===== config.mk =====
export PLATFORM = sky130hd
export DESIGN_NAME = keypad_debounce
export DESIGN_NICKNAME = d
export VERILOG_FILES = /design/src/rtl/keypad_debounce.sv
export SDC_FILE = /design/constraint.sdc
export NUM_CORES = 1
export LEC_CHECK = 0
export BUFFER_PORTS_ARGS = -buffer_cell sky130_fd_sc_hd__buf_2
export CAP_MARGIN = 20
export CORE_MARGIN = 2
export CORE_UTILIZATION = 30
export CTS_CLUSTER_DIAMETER = 120
export DETAILED_ROUTE_END_ITERATION = 10
export SYNTH_ARGS = -nofsm -noshare
export SYNTH_HDL_FRONTEND = slang
export SYNTH_SLANG_ARGS = --single-unit

===== constraint.sdc =====
create_clock -name clk -period 5.4 [get_ports clk]
set_input_delay 0.27 -clock clk [delete_from_list [all_inputs] [get_ports clk]]
set_output_delay 0.27 -clock clk [all_outputs]
set_load 0.01 [all_outputs]

===== src/rtl/keypad_debounce.sv =====
// Conditions a raw active-low 10-key keypad into clean one-cycle digit events:
// 2-flop synchroniser, single/multi-key decode, press/release debounce, optional auto-repeat.
module keypad_debounce #(
  parameter int DEBOUNCE_CYC = 20,
  parameter int REPEAT_EN    = 0,
  parameter int REPEAT_DLY   = 500,
  parameter int REPEAT_RATE  = 200
) (
  input  logic       clk,
  input  logic       rst,
  input  logic [9:0] keypad,
  output logic       key_valid,
  output logic [3:0] key_code,
  output logic       key_held,
  output logic       key_err
);

  localparam int DEB_W   = $clog2(DEBOUNCE_CYC + 1);
  localparam int REP_MAX = (REPEAT_DLY > REPEAT_RATE) ? REPEAT_DLY : REPEAT_RATE;
  localparam int REP_W   = $clog2(REP_MAX + 1);

  localparam logic [DEB_W-1:0] DEB_LAST  = DEB_W'(DEBOUNCE_CYC - 1);
  localparam logic [DEB_W-1:0] DEB_SAT   = DEB_W'(DEBOUNCE_CYC);
  localparam logic [REP_W-1:0] REP_FIRST = REP_W'(REPEAT_DLY - 1);
  localparam logic [REP_W-1:0] REP_NEXT  = REP_W'(REPEAT_RATE - 1);
  localparam logic [REP_W-1:0] REP_SAT   = REP_W'(REP_MAX);

  typedef enum logic [2:0] {
    IDLE      = 3'd0,
    PRESS_DEB = 3'd1,
    HELD      = 3'd2,
    REL_DEB   = 3'd3,
    LOCKOUT   = 3'd4
  } state_t;

  logic [9:0]       sync1_q, sync1_d;
  logic [9:0]       sync2_q, sync2_d;
  state_t           state_q, state_d;
  logic [3:0]       cand_q, cand_d;
  logic [DEB_W-1:0] deb_cnt_q, deb_cnt_d;
  logic [REP_W-1:0] rep_cnt_q, rep_cnt_d;
  logic             rep_first_q, rep_first_d;
  logic             key_valid_q, key_valid_d;
  logic [3:0]       key_code_q, key_code_d;
  logic             key_err_q, key_err_d;

  logic [1:0]       low_cnt;
  logic [3:0]       low_idx;
  logic             is_none;
  logic             is_single;
  logic             is_multi;
  logic             same_key;
  logic [DEB_W-1:0] deb_inc;
  logic [REP_W-1:0] rep_inc;
  logic [REP_W-1:0] rep_target;

  assign sync1_d = keypad;
  assign sync2_d = sync1_q;

  // Decode the synchronised lines; low_cnt saturates at 2 meaning "two or more".
  always_comb begin
    low_cnt = 2'd0;
    low_idx = 4'd0;
    for (int i = 0; i < 10; i++) begin
      if (!sync2_q[i]) begin
        low_idx = 4'(i);
        if (low_cnt != 2'd2) begin
          low_cnt = low_cnt + 2'd1;
        end
      end
    end
  end

  assign is_none    = (low_cnt == 2'd0);
  assign is_single  = (low_cnt == 2'd1);
  assign is_multi   = (low_cnt == 2'd2);
  assign same_key   = is_single && (low_idx == cand_q);
  assign deb_inc    = (deb_cnt_q == DEB_SAT) ? deb_cnt_q : deb_cnt_q + DEB_W'(1);
  assign rep_inc    = (rep_cnt_q == REP_SAT) ? rep_cnt_q : rep_cnt_q + REP_W'(1);
  assign rep_target = rep_first_q ? REP_FIRST : REP_NEXT;

  always_comb begin
    state_d     = state_q;
    cand_d      = cand_q;
    deb_cnt_d   = deb_cnt_q;
    rep_cnt_d   = rep_cnt_q;
    rep_first_d = rep_first_q;
    key_valid_d = 1'b0;
    key_code_d  = key_code_q;
    key_err_d   = 1'b0;

    if (is_multi) begin
      // Multi-key overrides every state; the error pulses only on entry.
      state_d   = LOCKOUT;
      deb_cnt_d = '0;
      if (state_q != LOCKOUT) begin
        key_err_d = 1'b1;
      end
    end else begin
      unique case (state_q)
        IDLE: begin
          if (is_single) begin
            cand_d    = low_idx;
            deb_cnt_d = DEB_W'(1);
            state_d   = PRESS_DEB;
          end
        end

        PRESS_DEB: begin
          if (same_key) begin
            deb_cnt_d = deb_inc;
            if (deb_cnt_q >= DEB_LAST) begin
              key_valid_d = 1'b1;
              key_code_d  = cand_q;
              rep_cnt_d   = '0;
              rep_first_d = 1'b1;
              state_d     = HELD;
            end
          end else begin
            deb_cnt_d = '0;
            state_d   = IDLE;
          end
        end

        HELD: begin
          if (same_key) begin
            if (REPEAT_EN != 0) begin
              if (rep_cnt_q == rep_target) begin
                key_valid_d = 1'b1;
                rep_cnt_d   = '0;
                rep_first_d = 1'b0;
              end else begin
                rep_cnt_d = rep_inc;
              end
            end
          end else begin
            state_d   = REL_DEB;
            deb_cnt_d = is_none ? DEB_W'(1) : '0;
          end
        end

        REL_DEB: begin
          if (is_none) begin
            deb_cnt_d = deb_inc;
            if (deb_cnt_q >= DEB_LAST) begin
              deb_cnt_d = '0;
              state_d   = IDLE;
            end
          end else if (same_key) begin
            // A bounce back onto the same key resumes the hold without a new event.
            rep_cnt_d   = '0;
            rep_first_d = 1'b1;
            state_d     = HELD;
          end else begin
            deb_cnt_d = '0;
          end
        end

        LOCKOUT: begin
          if (is_none) begin
            deb_cnt_d = deb_inc;
            if (deb_cnt_q >= DEB_LAST) begin
              deb_cnt_d = '0;
              state_d   = IDLE;
            end
          end else begin
            deb_cnt_d = '0;
          end
        end

        default: begin
          deb_cnt_d = '0;
          state_d   = IDLE;
        end
      endcase
    end
  end

  always_ff @(posedge clk) begin
    if (rst) begin
      sync1_q     <= 10'h3FF;
      sync2_q     <= 10'h3FF;
      state_q     <= IDLE;
      cand_q      <= 4'd0;
      deb_cnt_q   <= '0;
      rep_cnt_q   <= '0;
      rep_first_q <= 1'b1;
      key_valid_q <= 1'b0;
      key_code_q  <= 4'd0;
      key_err_q   <= 1'b0;
    end else begin
      sync1_q     <= sync1_d;
      sync2_q     <= sync2_d;
      state_q     <= state_d;
      cand_q      <= cand_d;
      deb_cnt_q   <= deb_cnt_d;
      rep_cnt_q   <= rep_cnt_d;
      rep_first_q <= rep_first_d;
      key_valid_q <= key_valid_d;
      key_code_q  <= key_code_d;
      key_err_q   <= key_err_d;
    end
  end

  assign key_valid = key_valid_q;
  assign key_code  = key_code_q;
  assign key_err   = key_err_q;
  assign key_held  = (state_q == HELD) || (state_q == REL_DEB);

endmodule


Word level (Yosys, flattened, before mapping)

Cells that the tools add are included.

Input port bits: 12
Register bits: 38
Logic and storage cells: 114

Eq/ne operators: 29
$add $sub $neg: 10
Bitwise gates (word level): 3
Muxes and demuxes: 50
$lt $le $gt $ge: 1
Reduce and logical (&&, ||, !) cells: 12

Operator list:

| kind                  | number |
|---|---|
| $mux W5               | 8 |
| $mux W2               | 18 |
| $mux W4               | 8 |
| $mux W3               | 9 |
| $pmux W5 S5           | 1 |
| $ne A2 B2 Y1 const B  | 12 |
| $ne A3 B3 Y1 const B  | 7 |
| $add A2 B1 Y2 const B | 9 |
| $pmux W3 S5           | 1 |
| $reduce_and A5 Y1     | 2 |
| $ne A4 B4 Y1 const B  | 2 |
| $eq A3 B2 Y1 const B  | 2 |
| $reduce_and A3 Y1     | 2 |
| $add A5 B1 Y5 const B | 1 |
| $eq A5 B5 Y1 const B  | 1 |
| $ge A5 B5 Y1 const B  | 1 |
| $mux W1               | 5 |
| $eq A4 B4 Y1          | 1 |
| $reduce_and A4 Y1     | 1 |
| $reduce_or A2 Y1      | 2 |
| $reduce_or A4 Y1      | 1 |
| $eq A3 B1 Y1 const B  | 1 |
| $eq A3 B3 Y1 const B  | 1 |
| $logic_not A3 Y1      | 1 |
| other kinds (6)       | 8 |

Longest topological paths before layout

Gate-level depths: netlist of run 1.

Depth in word-level cells: 34
Gate-level depth with buffers: 17
Gate-level depth less buffers: 15

Worst setup path before layout of run 1

No wires, ideal clock.

Path kind: register to register
From: reg sync2_q[0]
To: reg key_code_q[0] (netlist: key_code[0])
Data required time: 5.272 ns
Stages on the path, launching flop included: 18
Slack: 1.177 ns
Arrival time: 4.095 ns
Cell sequence: dfxtp_1 > inv_1 > ha_1 > buf_6 > or4b_4 > o211ai_4 > a2111oi_1 > nor2_1 > a21oi_1 > o211a_1 > and2_1 > a2111oi_2 > a211o_1 > nand3b_2 > or4b_1 > buf_2 > mux2i_1 > nor2_1

Longest elaborated chain between the ends: 31

RTL lines:

| element                                                  | line   | text |
|---|---|---|
| from (decl)                                              | 37     | `logic [9:0] sync2_q, sync2_d;` |
| from (signal assigned)                                   | 193    | `sync2_q <= sync2_d;` |
| $mux W1 *                                                | 65     | `if (!sync2_q[i]) begin` |
| $add A2 B1 Y2 / $ne A2 B2 Y1 (equally long branches)     | 68, 67 |  |
| $mux W2                                                  | 67     | `if (low_cnt != 2'd2) begin` |
| $mux W2 *                                                | 65     |  |
| $add A2 B1 Y2 / $ne A2 B2 Y1 (equally long branches)     | 68, 67 |  |
| $mux W2                                                  | 67     |  |
| $mux W2 *                                                | 65     |  |
| $add A2 B1 Y2 / $ne A2 B2 Y1 (equally long branches)     | 68, 67 |  |
| [15 not listed]                                          | --     |  |
| $mux W2                                                  | 67     |  |
| $mux W2 *                                                | 65     |  |
| $add A2 B1 Y2 / $ne A2 B2 Y1 (equally long branches)     | 68, 67 |  |
| $mux W2                                                  | 67     |  |
| $mux W2 *                                                | 65     |  |
| $eq A2 B1 Y1 / $eq A2 B2 Y1 (equally long branches)      | 75, 76 |  |
| $logic_and A1 B1 Y1 / $not A1 Y1 (equally long branches) | --     |  |
| $reduce_and A4 Y1 (no line) *                            | --     |  |
| to (signal assigned)                                     | 200    | `key_code_q <= key_code_d;` |
| to (decl)                                                | 44     | `logic [3:0] key_code_q, key_code_d;` |

Every way passes the cells marked *; elsewhere a longest branch is shown, timed or not.
A chain may end at the register's enable or synchronous reset.

Final worst setup path of run 1

From: reg sync2_q[1]
To: reg key_code_q[2] (netlist: key_code[2])

Longest elaborated chain between the ends: 28

RTL lines:

| element                                                  | line |
|---|---|
| $mux W2                                                  | 65 |
| $add A2 B1 Y2 / $ne A2 B2 Y1 (equally long branches)     | 68, 67 |
| $mux W2                                                  | 67 |
| $mux W2                                                  | 65 |
| $add A2 B1 Y2 / $ne A2 B2 Y1 (equally long branches)     | 68, 67 |
| $mux W2                                                  | 67 |
| $mux W2                                                  | 65 |
| $add A2 B1 Y2 / $ne A2 B2 Y1 (equally long branches)     | 68, 67 |
| [12 not listed]                                          | -- |
| $mux W2                                                  | 67 |
| $mux W2                                                  | 65 |
| $add A2 B1 Y2 / $ne A2 B2 Y1 (equally long branches)     | 68, 67 |
| $mux W2                                                  | 67 |
| $mux W2                                                  | 65 |
| $eq A2 B1 Y1 / $eq A2 B2 Y1 (equally long branches)      | 75, 76 |
| $logic_and A1 B1 Y1 / $not A1 Y1 (equally long branches) | -- |
| $reduce_and A4 Y1 (no line) *                            | -- |

Marked as above.

==> impl_metrics.csv, run 1 <==
group,metric,value,unit
status,status,"finished, final reports clean",
timing,max_freq,0.211,GHz
clock_tree,ctsResizeCount,0,
synth,synth_area,2830,um2
cells_and_area,final_cell_mix,"dfxtp_1, or2_2, nor2_1",
setup_path,cp-end-kind,"flop",
drt,routed_wirelength,6.34,mm
drt,first_pass_iters,5,
synth,synth-seq-cells,38,
clock_tree,cts_num_sinks,38,
cells_and_area,final_common_cell,"dfxtp_1",
cells_and_area,drive_gt1_share,21.0,%
cells_and_area,fin_nets,365,
drt,antenna_left,0,
drt,drt_drc_violations_left,0,
clock_tree,cts_hold_buf,0,
timing,setup_slack,0.652,ns
setup_path,cp-start-kind,"flop",
timing,rsz0062_at_grt,"false",
setup_path,critPathMaxFanout,8,
floorplan,die_h,101,um
synth,ys_warn_count,0,
synth,synth_top_area_share,26.9,%
synth,synth_area_leaders,"dfxtp_1, or2_2, a21oi_1",
synth,ys_types,79,
setup_path,crit_required,5.58,ns
placement,hpwl,4.70,mm
floorplan,num_rows,35,
grt,use_met1,18.0,%
drt,vias,2549,
placement,postPlaceCellArea,2980,um2
drt,wire_per_inst,13.8,um
grt,grt-ovfl-total,0,
power_and_ir_drop,p_per_area,264,nW/um2
synth,syn-num-nets,358,
grt,grt_usage,13.2,%
drt,drt-vias-per-instance,5.57,
timing,tns,0,ns
grt,grt_first_pass_wirelength,11.2,mm
timing,clock_skew,0.00690,ns
synth,ys_seq_area_share,26.9,%
grt,grt_util_met3,2.42,%
cells_and_area,fin_cells,458,
cells_and_area,area_growth,9.28,%
cells_and_area,fillers,955,
clock_tree,post_cts.repair.setup_buffers,0,
clock_tree,cts_tree,"done",
timing,relSlewSlack,38.1,%
floorplan,coreArea,9200,um2
synth,synth_ff_type,"dfxtp_1",
placement,place_inst,451,
clock_tree,cts_buffers,5,
synth,synth_edf_count,0,
clock_tree,clk_latency,0.30,ns
grt,top_usage_layer,"met2",
grt,grtUsageMet2,20.7,%
drt,drt_iter0_markers,163,
grt,antenna_found_initial,0,
setup_path,critical_path_class,"flop to flop",
setup_path,reg2reg_setup_slack,0.65,ns
clock_tree,clkTransAtPathRegs,0.07,ns
clock_tree,clk_path_buf_depth,2,
floorplan,die_area,10200,um2
timing,layout_min_cycle_time,4.75,ns
setup_path,arrival,4.92,ns
power_and_ir_drop,leakage,1.28,nW
grt,grt_max_degree,33,
timing,drv_slew,0,
placement,pre_cts_ws,0.681,ns
power_and_ir_drop,vdd_ir_drop_max,0.000196,V
cells_and_area,antenna_cells,0,
floorplan,io-pin-count,19,
synth,synth_cells,340,
clock_tree,cts_root_buffer,"clkbuf_8",
synth,synth_top_cell_by_area,"dfxtp_1",
floorplan,fp.dieW,101,um
timing,worstMarginPinSlew,0.917,ns
clock_tree,ctsHtreeMaxLevel,2,
cells_and_area,fin_area,3090,um2
synth,async_flop_share,0,%
placement,port_buffers,18,
min_path,hold_class,"primary input to flop",
synth,synth_area_per_cell,8.33,um2
job,maxCapViolations,0,
timing,setup-violations-final,0,
grt,first_global_vias,2361,
timing,hold_viol,0,
timing,finalCritPeriodShare,87.9,%
placement,gp_congestion,0.950,
floorplan,initial_utilization,30.8,%
==> final cells by class <==
| class | count | area, um2 | area share, % |
|---|---|---|---|
| Clock buffer | 6 | 82.6 | 2.67 |
| Clock inverter | 1 | 30.0 | 0.970 |
| Inverter | 13 | 48.8 | 1.58 |
| Multi-Input combinational cell | 271 | 1940 | 62.8 |
| Sequential cell | 38 | 761 | 24.6 |
| Tap cell | 111 | 139 | 4.49 |
| Timing Repair Buffer | 18 | 90.1 | 2.91 |
==> report_power, final <==
part | switching (mW) | leakage, nW | internal (mW)
clock | 0.100 | 0.0573 | 0.148
sequential | 0.0250 | 0.312 | 0.299
combinational | 0.144 | 0.907 | 0.102
==> cells in the mapped netlist, drive strengths merged (5+ instances only) <==
master	n
a2111oi	5
a211oi	6
a21o	9
a21oi	22
clkbuf	14
dfxtp	38
ha	6
inv	11
mux2i	5
nand2	21
nand2b	7
nand3	13
nor2	24
nor2b	5
nor3	10
o211ai	7
o21ai	17
or2	27
xnor2	7
xor2	7
==> routing by layer <==
layer  up-vias  part of all wire (%)
met5         -                     0
met4         0                   1.9
met3        11                   4.5
met2        71                    46
met1      1192                    48
li1       1275                     -
==> critical path, cell delays in order (launching register included) <==
cell       delay, ns
dfxtp_1         0.37
inv_1           0.08
ha_1            0.37
or4b_4          0.62
o211ai_4        0.17
a2111oi_1       0.13
nor2_1          0.52
a21oi_1         0.20
o211a_1         0.30
and2_1          0.16
a2111oi_2       0.40
a211o_1         0.17
nand3b_2        0.17
or4b_1          0.70
mux2i_1         0.20
nor2_1          0.05
==> flip-flops by register name, summed over array words and instances (netlist names) <==
name       flops
sync1_q       10
sync2_q       10
deb_cnt_q      5
cand_q         4
key_code       4
state_q        3
key_err        1
key_valid      1
==> final timing paths <==
path                          from                       end  cells after the start
max reg2reg  sync2_q[1]$_SDFF_PP1_  key_code[2]$_SDFFE_PP0P_                     15
max          sync2_q[1]$_SDFF_PP1_  key_code[2]$_SDFFE_PP0P_                     15
min reg2reg  sync1_q[4]$_SDFF_PP1_     sync2_q[4]$_SDFF_PP1_                      1
min                      keypad[8]     sync1_q[8]$_SDFF_PP1_                      2
==> cells by family after synthesis <==
kind of cell,after synthesis,synth area share [%]
buffers and inverters,31,4.51
muxes,5,1.77
DFF,38,26.9
AOI/OAI and AO/OA,110,31.9
and+or+nand+nor,136,27.2
xor gates and xnor gates,14,5.13
adders and majority gates,6,2.65
==> metrics by stage <==
stage	hold slack (ns)	total power [mW]	utilization [%]
6_report	0.151	0.818	33.6
5_1_grt	0.146	0.875	33.6
2_1_floorplan	0.374	0.526	-
3_5_place_dp	0.393	0.574	32.4
3_3_place_gp	0.391	0.573	32.4
4_1_cts	0.152	0.825	33.6
Note: power is estimated with default switching activity, not from simulation.
==> run 2, diff against run 1 <==
--- a/config.mk
+++ b/config.mk
@@ -7,6 +7,7 @@
 export LEC_CHECK = 0
 export BUFFER_PORTS_ARGS = -buffer_cell sky130_fd_sc_hd__buf_2
 export CAP_MARGIN = 20
+export CORE_ASPECT_RATIO = 2
 export CORE_MARGIN = 2
 export CORE_UTILIZATION = 30
 export CTS_CLUSTER_DIAMETER = 120
==> impl_metrics.csv, run 2 (synthesis results as in run 1) <==
group,metric,value,unit
floorplan,num_rows,50,
cells_and_area,drive_gt1_share,22.2,%
setup_path,path_cells,"inv_1 -> ha_1 -> or4b_4 -> o211ai_4 -> a2111oi_1 -> nor2_1 -> a21oi_1 -> o211a_1 -> and2_1 -> a2111oi_2 -> a211o_1 -> nand3b_2 -> or4b_1 -> mux2i_1 -> nor2_1",
clock_tree,clk_latency,0.29,ns
floorplan,die_h,141,um
drt,first_pass_iters,4,
setup_path,reg2reg_setup_slack,0.55,ns
floorplan,coreArea,9260,um2
grt,first_global_vias,2624,
setup_path,cp-end-kind,"flop",
drt,drt-vias-per-instance,5.82,
timing,worstMarginPinSlew,0.728,ns
min_path,hold_class,"primary input to flop",
floorplan,io-pin-count,19,
clock_tree,post_cts.repair.setup_buffers,0,
drt,wire_per_inst,16.2,um
setup_path,crit_required,5.55,ns
drt,antenna_left,0,
setup_path,ff2ff_path_depth,15,
clock_tree,clkTransAtPathRegs,0.06,ns
placement,gp_congestion,0.947,
timing,relSlewSlack,51.2,%
clock_tree,clk_path_buf_depth,2,
power_and_ir_drop,p_per_area,302,nW/um2
timing,tns,0,ns
grt,grt_first_pass_wirelength,12.2,mm
cells_and_area,final_cell_mix,"dfxtp_1, or2_2, nor2_1",
cells_and_area,final_common_cell,"dfxtp_1",
drt,vias,2656,
status,status,"finished, final reports clean",
power_and_ir_drop,leakage,1.33,nW
timing,setup-violations-final,0,
grt,grt_max_degree,33,
clock_tree,cts_tree,"done",
timing,hold_slack,0.164,ns
setup_path,critPathMaxFanout,8,
setup_path,r2r_end,"key_code[1]$_SDFFE_PP0P_",
setup_path,crit_end,"key_code[1]$_SDFFE_PP0P_",
setup_path,cp-start-kind,"flop",
cells_and_area,antenna_cells,0,
timing,drv_slew,0,
grt,grt-ovfl-total,0,
setup_path,cp_common_cell,"nor2_1",
clock_tree,cts_hold_buf,0,
drt,drt_drc_violations_left,0,
placement,hpwl,5.73,mm
clock_tree,cts_num_sinks,38,
cells_and_area,fin_nets,369,
setup_path,critPathMaxStageDelay,0.70,ns
floorplan,fp.dieW,72.7,um
power_and_ir_drop,vdd_ir_drop_max,0.000366,V
clock_tree,ctsResizeCount,0,
drt,drt_iter0_markers,183,
timing,hold_viol,0,
job,maxCapViolations,0,
setup_path,cp-startpoint,"sync2_q[1]$_SDFF_PP1_",
setup_path,arrival,5.01,ns
placement,port_buffers,18,
setup_path,r2r_start,"sync2_q[1]$_SDFF_PP1_",
setup_path,critical_path_class,"flop to flop",
timing,layout_min_cycle_time,4.85,ns
floorplan,die_area,10300,um2
grt,grt_usage,14.9,%
clock_tree,ctsHtreeMaxLevel,2,
cells_and_area,largestRegisters,"sync1_q x10, sync2_q x10, deb_cnt_q x5",
floorplan,initial_utilization,30.6,%
timing,max_freq,0.206,GHz
setup_path,cp_slowest_cell,"or4b_1",
timing,finalCritPeriodShare,89.9,%
timing,clock_skew,0.00683,ns
cells_and_area,area_growth,12.8,%
grt,antenna_found_initial,0,
drt,routed_wirelength,7.39,mm
clock_tree,cts_buffers,5,
timing,rsz0062_at_grt,"false",
clock_tree,cts_root_buffer,"clkbuf_16",
==> run 2: changes by cell type in the layout (fill, tap and decap cells not counted), sizes merged <==
cell    delta
buf        +3
bufinv     +1
clkinv     +1
==> run 2: critical path: cells and delay by family, from the launching register on <==
family | cells | cell delay, ns
simple gates | 6 | 2.29
flops | 1 | 0.38
buf+inv | 1 | 0.08
mux | 1 | 0.20
compound gates | 6 | 1.38
fa+ha+maj | 1 | 0.37
==> run 2: how the worst min path moves through the flow <==
stage | start | endpoint | depth (start not counted)
after floorplan | keypad[0] | sync1_q[0]$_SDFF_PP1_ | 1
after global placement | sync1_q[8]$_SDFF_PP1_ | sync2_q[8]$_SDFF_PP1_ | 1
after detailed placement | sync1_q[2]$_SDFF_PP1_ | sync2_q[2]$_SDFF_PP1_ | 1
after CTS | keypad[0] | sync1_q[0]$_SDFF_PP1_ | 2
after global routing | keypad[1] | sync1_q[1]$_SDFF_PP1_ | 2
final | keypad[0] | sync1_q[0]$_SDFF_PP1_ | 2
==> run 2: final cells by class <==
class                   instances  area [um2]
clock buffers                   5         125
clock inverters                 3        68.8
fillers                       997        6060
inverters                      13        48.8
multi-input cells             271        1940
flip-flops and latches         38         761
well taps                     104         130
repair buffers                 22         118
==> run 2: metal layers <==
| layer | vias to the layer above | share of wire (%) | track usage [%] |
|---|---|---|---|
| li1 | 1288 | - | - |
| met1 | 1259 | 34 | 13.1 |
| met2 | 75 | 57 | 29.0 |
| met3 | 34 | 2.9 | 2.34 |
| met4 | 0 | 6.4 | 10.4 |
| met5 | - | 0 | 0 |
==> run 2: stage by stage <==
step | cell area [um2] | power, mW | util, % | instances | setup WS, ns
after floorplan | 2830 | 0.526 | - | 340 | 1.18
final | 3190 | 0.965 | 34.5 | 456 | 0.547
after detailed placement | 3000 | 0.586 | 32.4 | 447 | 0.601
after global placement | 3000 | 0.583 | 32.4 | 447 | 0.675
after CTS | 3190 | 0.973 | 34.4 | 455 | 0.588
after global routing | 3190 | 1.01 | 34.5 | 456 | 0.275
==> run 2: report_power, final <==
group	leakage, nW	total, mW	internal (mW)	switching, mW
Combinational	0.925	0.261	0.104	0.156
Sequential	0.312	0.323	0.299	0.0238
Clock	0.0940	0.381	0.265	0.116
Total	1.33	0.965	0.669	0.296
